### config.mk
export PLATFORM = sky130hd
export DESIGN_NAME = mult_control_unit
export DESIGN_NICKNAME = d
export VERILOG_FILES = /design/src/rtl/mult_pkg.sv /design/src/rtl/mult_iter_cnt.sv /design/src/rtl/mult_control_unit.sv
export SDC_FILE = /design/constraint.sdc
export NUM_CORES = 1
export LEC_CHECK = 0
export BUFFER_PORTS_ARGS = -buffer_cell sky130_fd_sc_hd__buf_2
export CORE_AREA = 2 2 39 41
export DETAILED_ROUTE_END_ITERATION = 8
export DIE_AREA = 0 0 41 43
export PLACE_DENSITY = 0.65
export SYNTH_ARGS = -nofsm -noshare
export SYNTH_HDL_FRONTEND = slang
export SYNTH_SLANG_ARGS = --single-unit
export TNS_END_PERCENT = 1
### constraint.sdc
create_clock -name Clk -period 1.7 [get_ports Clk]
set_input_delay 0.34 -clock Clk [delete_from_list [all_inputs] [get_ports Clk]]
set_output_delay 0.34 -clock Clk [all_outputs]
set_load 0.1 [all_outputs]
### src/rtl/mult_pkg.sv
// Shared types and defaults for the shift-add multiplier control slice.
//   mult_state_t         : control FSM state encoding
//   MULT_N_BITS_DEFAULT  : default operand width / iteration count
package mult_pkg;

    typedef enum logic [2:0] {
        IDLE   = 3'd0,
        CLR_XA = 3'd1,
        ADD    = 3'd2,
        SHIFT  = 3'd3,
        DONE   = 3'd4
    } mult_state_t;

    localparam int MULT_N_BITS_DEFAULT = 8;

endpackage

### src/rtl/mult_iter_cnt.sv
// Iteration counter for the multiplier FSM.
//   Clk      in   system clock
//   Reset_n  in   asynchronous active-low reset
//   clr      in   synchronous clear to 0 (has priority over en)
//   en       in   increment by one
//   tc       out  terminal count: counter sits at N_BITS-1
module mult_iter_cnt #(
    parameter int N_BITS = 8,
    localparam int CW    = $clog2(N_BITS)
) (
    input  logic Clk,
    input  logic Reset_n,
    input  logic clr,
    input  logic en,
    output logic tc
);

    logic [CW-1:0] cnt;

    always_ff @(posedge Clk or negedge Reset_n) begin
        if (!Reset_n) begin
            cnt <= '0;
        end else if (clr) begin
            cnt <= '0;
        end else if (en) begin
            cnt <= cnt + CW'(1);
        end
    end

    assign tc = (cnt == CW'(N_BITS - 1));

endmodule

### src/rtl/mult_control_unit.sv
// Control FSM for the signed shift-add multiplier datapath.
// One multiply per Run request: clear X:A, then N_BITS add/sub + shift
// iterations, then hold in DONE until Run is released.
//   Clk           in   system clock
//   Reset_n       in   asynchronous active-low reset
//   Run           in   start request (level)
//   ClearA_LoadB  in   idle-only request: clear X:A, load B
//   M             in   current multiplier LSB B[0]
//   Clr_Ld        out  clear X:A and load B
//   Clear_XA      out  clear X and A at start of a multiply
//   Add           out  A <= A + S
//   Sub           out  A <= A - S (last iteration only)
//   Shift         out  arithmetic right shift of X:A:B
//   Busy          out  multiply in progress
//   Done          out  result held
//
// state  | meaning
// IDLE   | waiting; Clr_Ld follows ClearA_LoadB, Run starts a multiply
// CLR_XA | clear X:A, reset iteration count
// ADD    | add (or subtract on last iteration) S when M=1
// SHIFT  | shift X:A:B right; loop to ADD or finish
// DONE   | product valid; wait for Run to drop
module mult_control_unit
    import mult_pkg::*;
#(
    parameter int N_BITS = MULT_N_BITS_DEFAULT
) (
    input  logic Clk,
    input  logic Reset_n,
    input  logic Run,
    input  logic ClearA_LoadB,
    input  logic M,
    output logic Clr_Ld,
    output logic Clear_XA,
    output logic Add,
    output logic Sub,
    output logic Shift,
    output logic Busy,
    output logic Done
);

    mult_state_t state;
    mult_state_t next_state;
    logic        last_iter;

    mult_iter_cnt #(
        .N_BITS (N_BITS)
    ) u_iter_cnt (
        .Clk     (Clk),
        .Reset_n (Reset_n),
        .clr     (state == CLR_XA),
        .en      ((state == SHIFT) && !last_iter),
        .tc      (last_iter)
    );

    always_comb begin
        next_state = IDLE;
        case (state)
            IDLE: begin
                if (ClearA_LoadB) next_state = IDLE;
                else if (Run)     next_state = CLR_XA;
                else              next_state = IDLE;
            end
            CLR_XA:  next_state = ADD;
            ADD:     next_state = SHIFT;
            SHIFT:   next_state = last_iter ? DONE : ADD;
            DONE:    next_state = Run ? DONE : IDLE;
            default: next_state = IDLE;
        endcase
    end

    // Moore outputs are registered from the next state so they line up with
    // the state they belong to; Add/Sub/Clr_Ld depend on live inputs.
    always_ff @(posedge Clk or negedge Reset_n) begin
        if (!Reset_n) begin
            state    <= IDLE;
            Clear_XA <= 1'b0;
            Shift    <= 1'b0;
            Busy     <= 1'b0;
            Done     <= 1'b0;
        end else begin
            state    <= next_state;
            Clear_XA <= (next_state == CLR_XA);
            Shift    <= (next_state == SHIFT);
            Busy     <= (next_state == CLR_XA) || (next_state == ADD) ||
                        (next_state == SHIFT);
            Done     <= (next_state == DONE);
        end
    end

    // Clr_Ld is gated by reset so the datapath cannot load while held in reset.
    assign Clr_Ld = Reset_n && (state == IDLE) && ClearA_LoadB;
    assign Add    = (state == ADD) && M && !last_iter;
    assign Sub    = (state == ADD) && M && last_iter;

endmodule
==> impl_metrics.json, run 1 <==
{
  "tritoncts": "built",
  "cellPowerDensity_nw_per_um2": 2010,
  "timing_worst_setup_path_type": "reg2out",
  "highest_metal_layer_with_signal_wires": "met3",
  "outcome": "completed",
  "placement.cell_area_sq_um": 591,
  "rows": 14,
  "wl_per_cell_microns": 12.5,
  "min-delay-path-class": "in2async",
  "diodes": 0,
  "drive_gt1_share_pct": 54.1,
  "p_comb_share_pct": 59.0,
  "tritoncts.num_buffers": 3,
  "synth_cell_types": 20,
  "globalplace.congestion": 0.754,
  "fin_total_pwr_mw": 1.37,
  "post-route-period-util_pct": 98.8,
  "path_delay_family": "flip-flops",
  "drt.antenna.violating_nets": 0,
  "via_count_of_the_first_global_routing_pass": 387,
  "multi_input_area_sq_um": 230,
  "timing.critical_path.fanout_max": 5,
  "clock-sinks": 10,
  "start_kind": "flip-flop",
  "yosysTopAreaCell": "sky130_fd_sc_hd__dfrtp_1",
  "remaining_drc_errors": 0,
  "timing.critical_path.arrival_ns": 1.34,
  "path_buf_inv": 1,
  "drt_iter0_drc": 5,
  "num-fill-cells": 121,
  "end_kind": "primary output",
  "rsz0062_at_grt": "true",
  "irDropWorstVdd_v": 0.000704,
  "power.sequential.fraction_pct": 29.5,
  "seqCellArea_sq_um": 254,
  "switching_share_pct": 47.7,
  "layout.cells.non_filler": 77,
  "synth.yosys.seq_area_share_pct": 54.5,
  "ioPinCount": 12,
  "cts-root-buf": "sky130_fd_sc_hd__clkbuf_4",
  "final_period_minus_worst_setup_slack_ns": 1.68,
  "grt_pass1_wl_mm": 1.51,
  "grt.overflow.total": 0,
  "place.detailed.instances": 69,
  "max_cap_violations": 0,
  "fin_setup_tns_ns": 0,
  "postSynthRegisterBits": 10,
  "final.setup.worst_slack_ns": 0.0197,
  "cts_max_level": 1,
  "setup_viol": 0,
  "die_w_microns": 41,
  "die-height_microns": 43,
  "crit_path_cell_trace": "ha_2, ha_4, and3_4, buf_12",
  "cts.reportedPaths.clkPinSlew_ns": 0.06,
  "worst_path_cell_with_the_longest_stage_delay": "sky130_fd_sc_hd__dfrtp_1",
  "first_pass_iters": 4,
  "dominant_cells_by_area_after_synthesis": "sky130_fd_sc_hd__dfrtp_1, sky130_fd_sc_hd__o21ai_1, sky130_fd_sc_hd__ha_1",
  "power.clock.fraction_pct": 11.4,
  "layout_commonest_cell": "sky130_fd_sc_hd__buf_2",
  "timing_limited_maximum_frequency_mhz": 595,
  "syn_nets": 48,
  "wl_microns": 962,
  "dp.final_hpwl_microns": 696,
  "die_area_sq_um": 1760,
  "globalRouteTotalUtil_pct": 12.9,
  "synth_area_sq_um": 459,
  "final_hold_viol_count": 0,
  "cts_hold_buf": 0,
  "amount_of_wire_on_met2_after_detailed_routing_microns": 521,
  "total_number_of_vias": 381,
  "final.setup_skew_ns": 0.00154,
  "pre_cts_ws_ns": 0.142,
  "core_area_sq_um": 1380,
  "port-buffer-count": 11,
  "fin_hold_ws_ns": 0.00590,
  "number_of_antenna_violations_at_the_first_check_in_global_routing": 0,
  "layout_common_cells": "sky130_fd_sc_hd__buf_2, sky130_fd_sc_hd__dfrtp_1, sky130_fd_sc_hd__buf_4, sky130_fd_sc_hd__o21ai_1",
  "timing_worst_slew_pin_value_ns": 0.485,
  "slew_violations": 0,
  "maxSlewHeadroom_pct": 67.9,
  "layout-area-overhead-vs-synth_pct": 48.8,
  "met3_wire_length_microns": 59,
  "critical_path_required_ns": 1.36,
  "starting_utilization_of_the_core_area_pct": 33.2,
  "synth_warnings": 0,
  "clk-insertion-delay-late_ns": 0.26,
  "synthesis.instances": 41,
  "final_util_pct": 49.4,
  "detail_route.vias_per_cell": 4.95,
  "largest_net_degree_at_the_start_of_global_routing": 11,
  "cellInternalPower_mw": 0.717,
  "met1_layer_wirelength_in_the_final_routing_microns": 381,
  "final_cell_area_sq_um": 683,
  "avgSynthCellArea_sq_um": 11.2,
  "clockBufferDepth": 2,
  "finish.net_count": 70,
  "p_leak_nw": 0.320,
  "switching_power_mw": 0.655,
  "crit_path_max_incr_delay_ns": 0.37,
  "yosys.area.top_type_share_pct": 54.5
}
## path summary, 6_finish.rpt
check / from / to / slack (ns) / depth (start not counted)
max in group asynchronous: Reset_n / state[1]$_DFF_PN0_ / 1.54 / 2
worst max-delay path: u_iter_cnt.cnt[0]$_DFFE_PN0P_ / Sub / 0.02 / 4
worst max register to register: state[2]$_DFF_PN0_ / u_iter_cnt.cnt[0]$_DFFE_PN0P_ / 0.34 / 5
worst min-delay path: Reset_n / Done$_DFF_PN0_ / 0.006 / 2
min in group Clk: Run / state[2]$_DFF_PN0_ / 0.38 / 3
worst min register to register: state[0]$_DFF_PN0_ / Clear_XA$_DFF_PN0_ / 0.52 / 1
## area by class of cell
cell class | instances | area share, %
timing repair buffer | 18 | 22.3
inverter | 1 | 0.549
tap | 16 | 2.93
multi-input combinational | 29 | 33.7
sequential | 10 | 37.2
clock buffer | 3 | 3.30
## layer usage
layer  vias to the layer above  track usage [%]
met2                        16             19.7
met4                         0             8.00
met1                       179             15.3
met3                         0             3.14
li1                        186                -
met5                         -                0
## power groups by stage
stage	sequential (mW)	clock (mW)	combinational, mW
2_1_floorplan	0.583	0	0.349
3_3_place_gp	0.407	0	0.672
3_5_place_dp	0.410	0	0.690
4_1_cts	0.408	0.161	0.767
5_1_grt	0.418	0.177	0.866
6_report	0.406	0.157	0.810
## state kept, by name (all words and copies together), names as in the netlist
signal,flops
Busy,1
u_iter_cnt.cnt,3
Done,1
state,3
Shift,1
Clear_XA,1
## Yosys cell counts, drive strengths merged
master and n:
dfrtp 10, inv 1, or2 1, a211oi 1
nand2b 3, and3 1, nor2 3, nand3 2
and4b 1, o21ai 7, nor3b 1, o31ai 1
nor4 1, a21oi 1, ha 2, and2 1
nand2 3, buf 1
## logic make-up (layout without fill, tap and decap cells)
logic type | Yosys count | after routing | synth area share, %
DFF | 10 | 10 | 54.5
adders and majority gates | 2 | 2 | 5.45
buffers and inverters | 2 | 22 | 3.27
AOI/OAI and AO/OA | 10 | 10 | 13.1
and+or+nand+nor | 17 | 17 | 23.7
## repair_timing
action,in CTS,in global routing
pin swaps,1,4
resized for setup,7,2
setup buffers,4,1
endpoints found under the setup margin,2,3
Power figures use the tool's default switching activity.
==> run 2: changes to the inputs <==
--- a/config.mk
+++ b/config.mk
@@ -7,6 +7,7 @@
 export LEC_CHECK = 0
 export BUFFER_PORTS_ARGS = -buffer_cell sky130_fd_sc_hd__buf_2
 export CORE_AREA = 2 2 39 41
+export CTS_BUF_LIST = sky130_fd_sc_hd__clkbuf_8
 export DETAILED_ROUTE_END_ITERATION = 8
 export DIE_AREA = 0 0 41 43
 export PLACE_DENSITY = 0.65
==> run 2 against run 1 <==
Fmax decreased by 0.54%. Sequential cell count unchanged. Critical path depth unchanged. Global-route usage increased by 0.91 points. Clock skew about the same. Core utilization increased by 1.9 points. Combinational power increased by 0.5%. Sequential power increased by 2%. Critical path type unchanged. Non-clock buffer count increased by 1. Final cell count increased by 1.3%. First-iteration DRC count increased by 60%.
==> impl_metrics.json, run 2 (same netlist as run 1, synthesis figures left out) <==
{
  "wl_per_cell_microns": 13.7,
  "detail_route.vias_per_cell": 4.88,
  "switching_power_mw": 0.680,
  "maxSlewHeadroom_pct": 67.9,
  "final.setup.worst_slack_ns": 0.0107,
  "power.clock.fraction_pct": 16.5,
  "post-route-period-util_pct": 99.4,
  "p_leak_nw": 0.333,
  "max_cap_violations": 0,
  "end_kind": "primary output",
  "remaining_drc_errors": 0,
  "die_area_sq_um": 1760,
  "layout_common_cells": "sky130_fd_sc_hd__buf_2, sky130_fd_sc_hd__buf_4, sky130_fd_sc_hd__dfrtp_1, sky130_fd_sc_hd__o21ai_1",
  "critical_path_required_ns": 1.36,
  "slew_violations": 0,
  "drt_iter0_drc": 8,
  "timing_worst_slew_pin_value_ns": 0.485,
  "first_pass_iters": 4,
  "clk-insertion-delay-late_ns": 0.24,
  "die-height_microns": 43,
  "timing_worst_setup_path_type": "reg2out",
  "layout.cells.non_filler": 78,
  "final_cell_area_sq_um": 709,
  "ioPinCount": 12,
  "final.setup_skew_ns": 0.00142,
  "final_util_pct": 51.3,
  "cts_max_level": 1,
  "drt.antenna.violating_nets": 0,
  "via_count_of_the_first_global_routing_pass": 357,
  "total_number_of_vias": 381,
  "cts.reportedPaths.clkPinSlew_ns": 0.04,
  "pre_cts_ws_ns": 0.142,
  "grt_pass1_wl_mm": 1.47,
  "finish.net_count": 71,
  "switching_share_pct": 46.1,
  "min-delay-path-class": "in2async",
  "final_period_minus_worst_setup_slack_ns": 1.69,
  "cts-root-buf": "sky130_fd_sc_hd__clkbuf_8",
  "placement.cell_area_sq_um": 591,
  "place.detailed.instances": 69,
  "num-fill-cells": 114,
  "outcome": "completed",
  "final_hold_viol_count": 0,
  "rows": 14,
  "start_kind": "flip-flop",
  "multi_input_area_sq_um": 230,
  "timing.critical_path.arrival_ns": 1.35,
  "die_w_microns": 41,
  "irDropWorstVdd_v": 0.000722,
  "starting_utilization_of_the_core_area_pct": 33.2,
  "wl_mm": 1.07,
  "core_area_sq_um": 1380,
  "grt.overflow.total": 0,
  "dp.final_hpwl_microns": 696,
  "layout-area-overhead-vs-synth_pct": 54.5,
  "port-buffer-count": 11,
  "cts_hold_buf": 0,
  "timing_limited_maximum_frequency_mhz": 592,
  "setup_viol": 0,
  "power.sequential.fraction_pct": 28.3,
  "tritoncts.num_buffers": 3,
  "diodes": 0,
  "cellInternalPower_mw": 0.794,
  "globalplace.congestion": 0.754,
  "tritoncts": "built",
  "drive_gt1_share_pct": 54.8,
  "largest_regs": "state x3, u_iter_cnt.cnt x3",
  "clockBufferDepth": 2,
  "largest_net_degree_at_the_start_of_global_routing": 11,
  "timing.critical_path.fanout_max": 5,
  "number_of_antenna_violations_at_the_first_check_in_global_routing": 0,
  "cellPowerDensity_nw_per_um2": 2080,
  "clock-sinks": 10,
  "seqCellArea_sq_um": 254,
  "p_comb_share_pct": 55.2,
  "globalRouteTotalUtil_pct": 13.8
}
-- run 2: changes by cell type in the layout (fill, tap and decap cells not counted) --
cell / before / now
sky130_fd_sc_hd__buf_4: 7 / 8
sky130_fd_sc_hd__clkbuf_4: 3 / 0
sky130_fd_sc_hd__clkbuf_8: 0 / 3
-- run 2: power by group through the flow --
| stage | logic [mW] | clock network (mW) | registers (mW) |
|---|---|---|---|
| floorplan | 0.349 | 0 | 0.583 |
| global placement | 0.672 | 0 | 0.407 |
| detailed placement | 0.690 | 0 | 0.410 |
| CTS | 0.734 | 0.249 | 0.413 |
| global route | 0.869 | 0.261 | 0.429 |
| finish | 0.814 | 0.243 | 0.416 |
-- run 2: worst paths after layout --
| check | end | slack, ns | start | cells after the start |
|---|---|---|---|---|
| worst min-delay path | Clear_XA$_DFF_PN0_ | 0.03 | Reset_n | 2 |
| min in group Clk | state[2]$_DFF_PN0_ | 0.40 | Run | 3 |
| worst max-delay path | Sub | 0.01 | u_iter_cnt.cnt[0]$_DFFE_PN0P_ | 4 |
| worst min register to register | Clear_XA$_DFF_PN0_ | 0.52 | state[0]$_DFF_PN0_ | 1 |
| worst max register to register | u_iter_cnt.cnt[0]$_DFFE_PN0P_ | 0.32 | u_iter_cnt.cnt[0]$_DFFE_PN0P_ | 5 |
| max in group asynchronous | state[1]$_DFF_PN0_ | 1.52 | Reset_n | 2 |
-- run 2: worst max-delay path, cell delays in order (launching register included) --
cell and delay (ns):
sky130_fd_sc_hd__dfrtp_1 0.38, sky130_fd_sc_hd__ha_2 0.20, sky130_fd_sc_hd__ha_4 0.17, sky130_fd_sc_hd__and3_4 0.19, sky130_fd_sc_hd__buf_12 0.17
-- run 2: metrics by stage --
stage | hold slack, ns | power [mW] | setup TNS, ns
after floorplan | 0.0444 | 0.932 | -0.314
after global placement | 0.282 | 1.08 | 0
after detailed placement | 0.286 | 1.10 | 0
after CTS | 0.0349 | 1.40 | -0.0148
after global routing | 0.0435 | 1.56 | -0.0624
final | 0.0320 | 1.47 | 0
-- run 2: area by class of cell --
cell class | instances | share of cell area [%]
clock buffers | 3 | 5.82
inverters | 1 | 0.529
multi-input cells | 29 | 32.5
flip-flops and latches | 10 | 35.8
well taps | 16 | 2.82
repair buffers | 19 | 22.6
-- run 2: repair_timing --
action                                  CTS  global route
pin swaps                                 1             2
endpoints found under the setup margin    2             3
setup buffers                             1             5
gates resized for setup                   5             4
-- run 2: metal layers --
metal | up-vias | GRT usage (%) | share of wire, %
met4 | 0 | 16.0 | 4.9
met2 | 11 | 18.1 | 51
met5 | - | 0 | 0
li1 | 188 | - | -
met1 | 178 | 15.0 | 38
met3 | 4 | 4.71 | 5.2
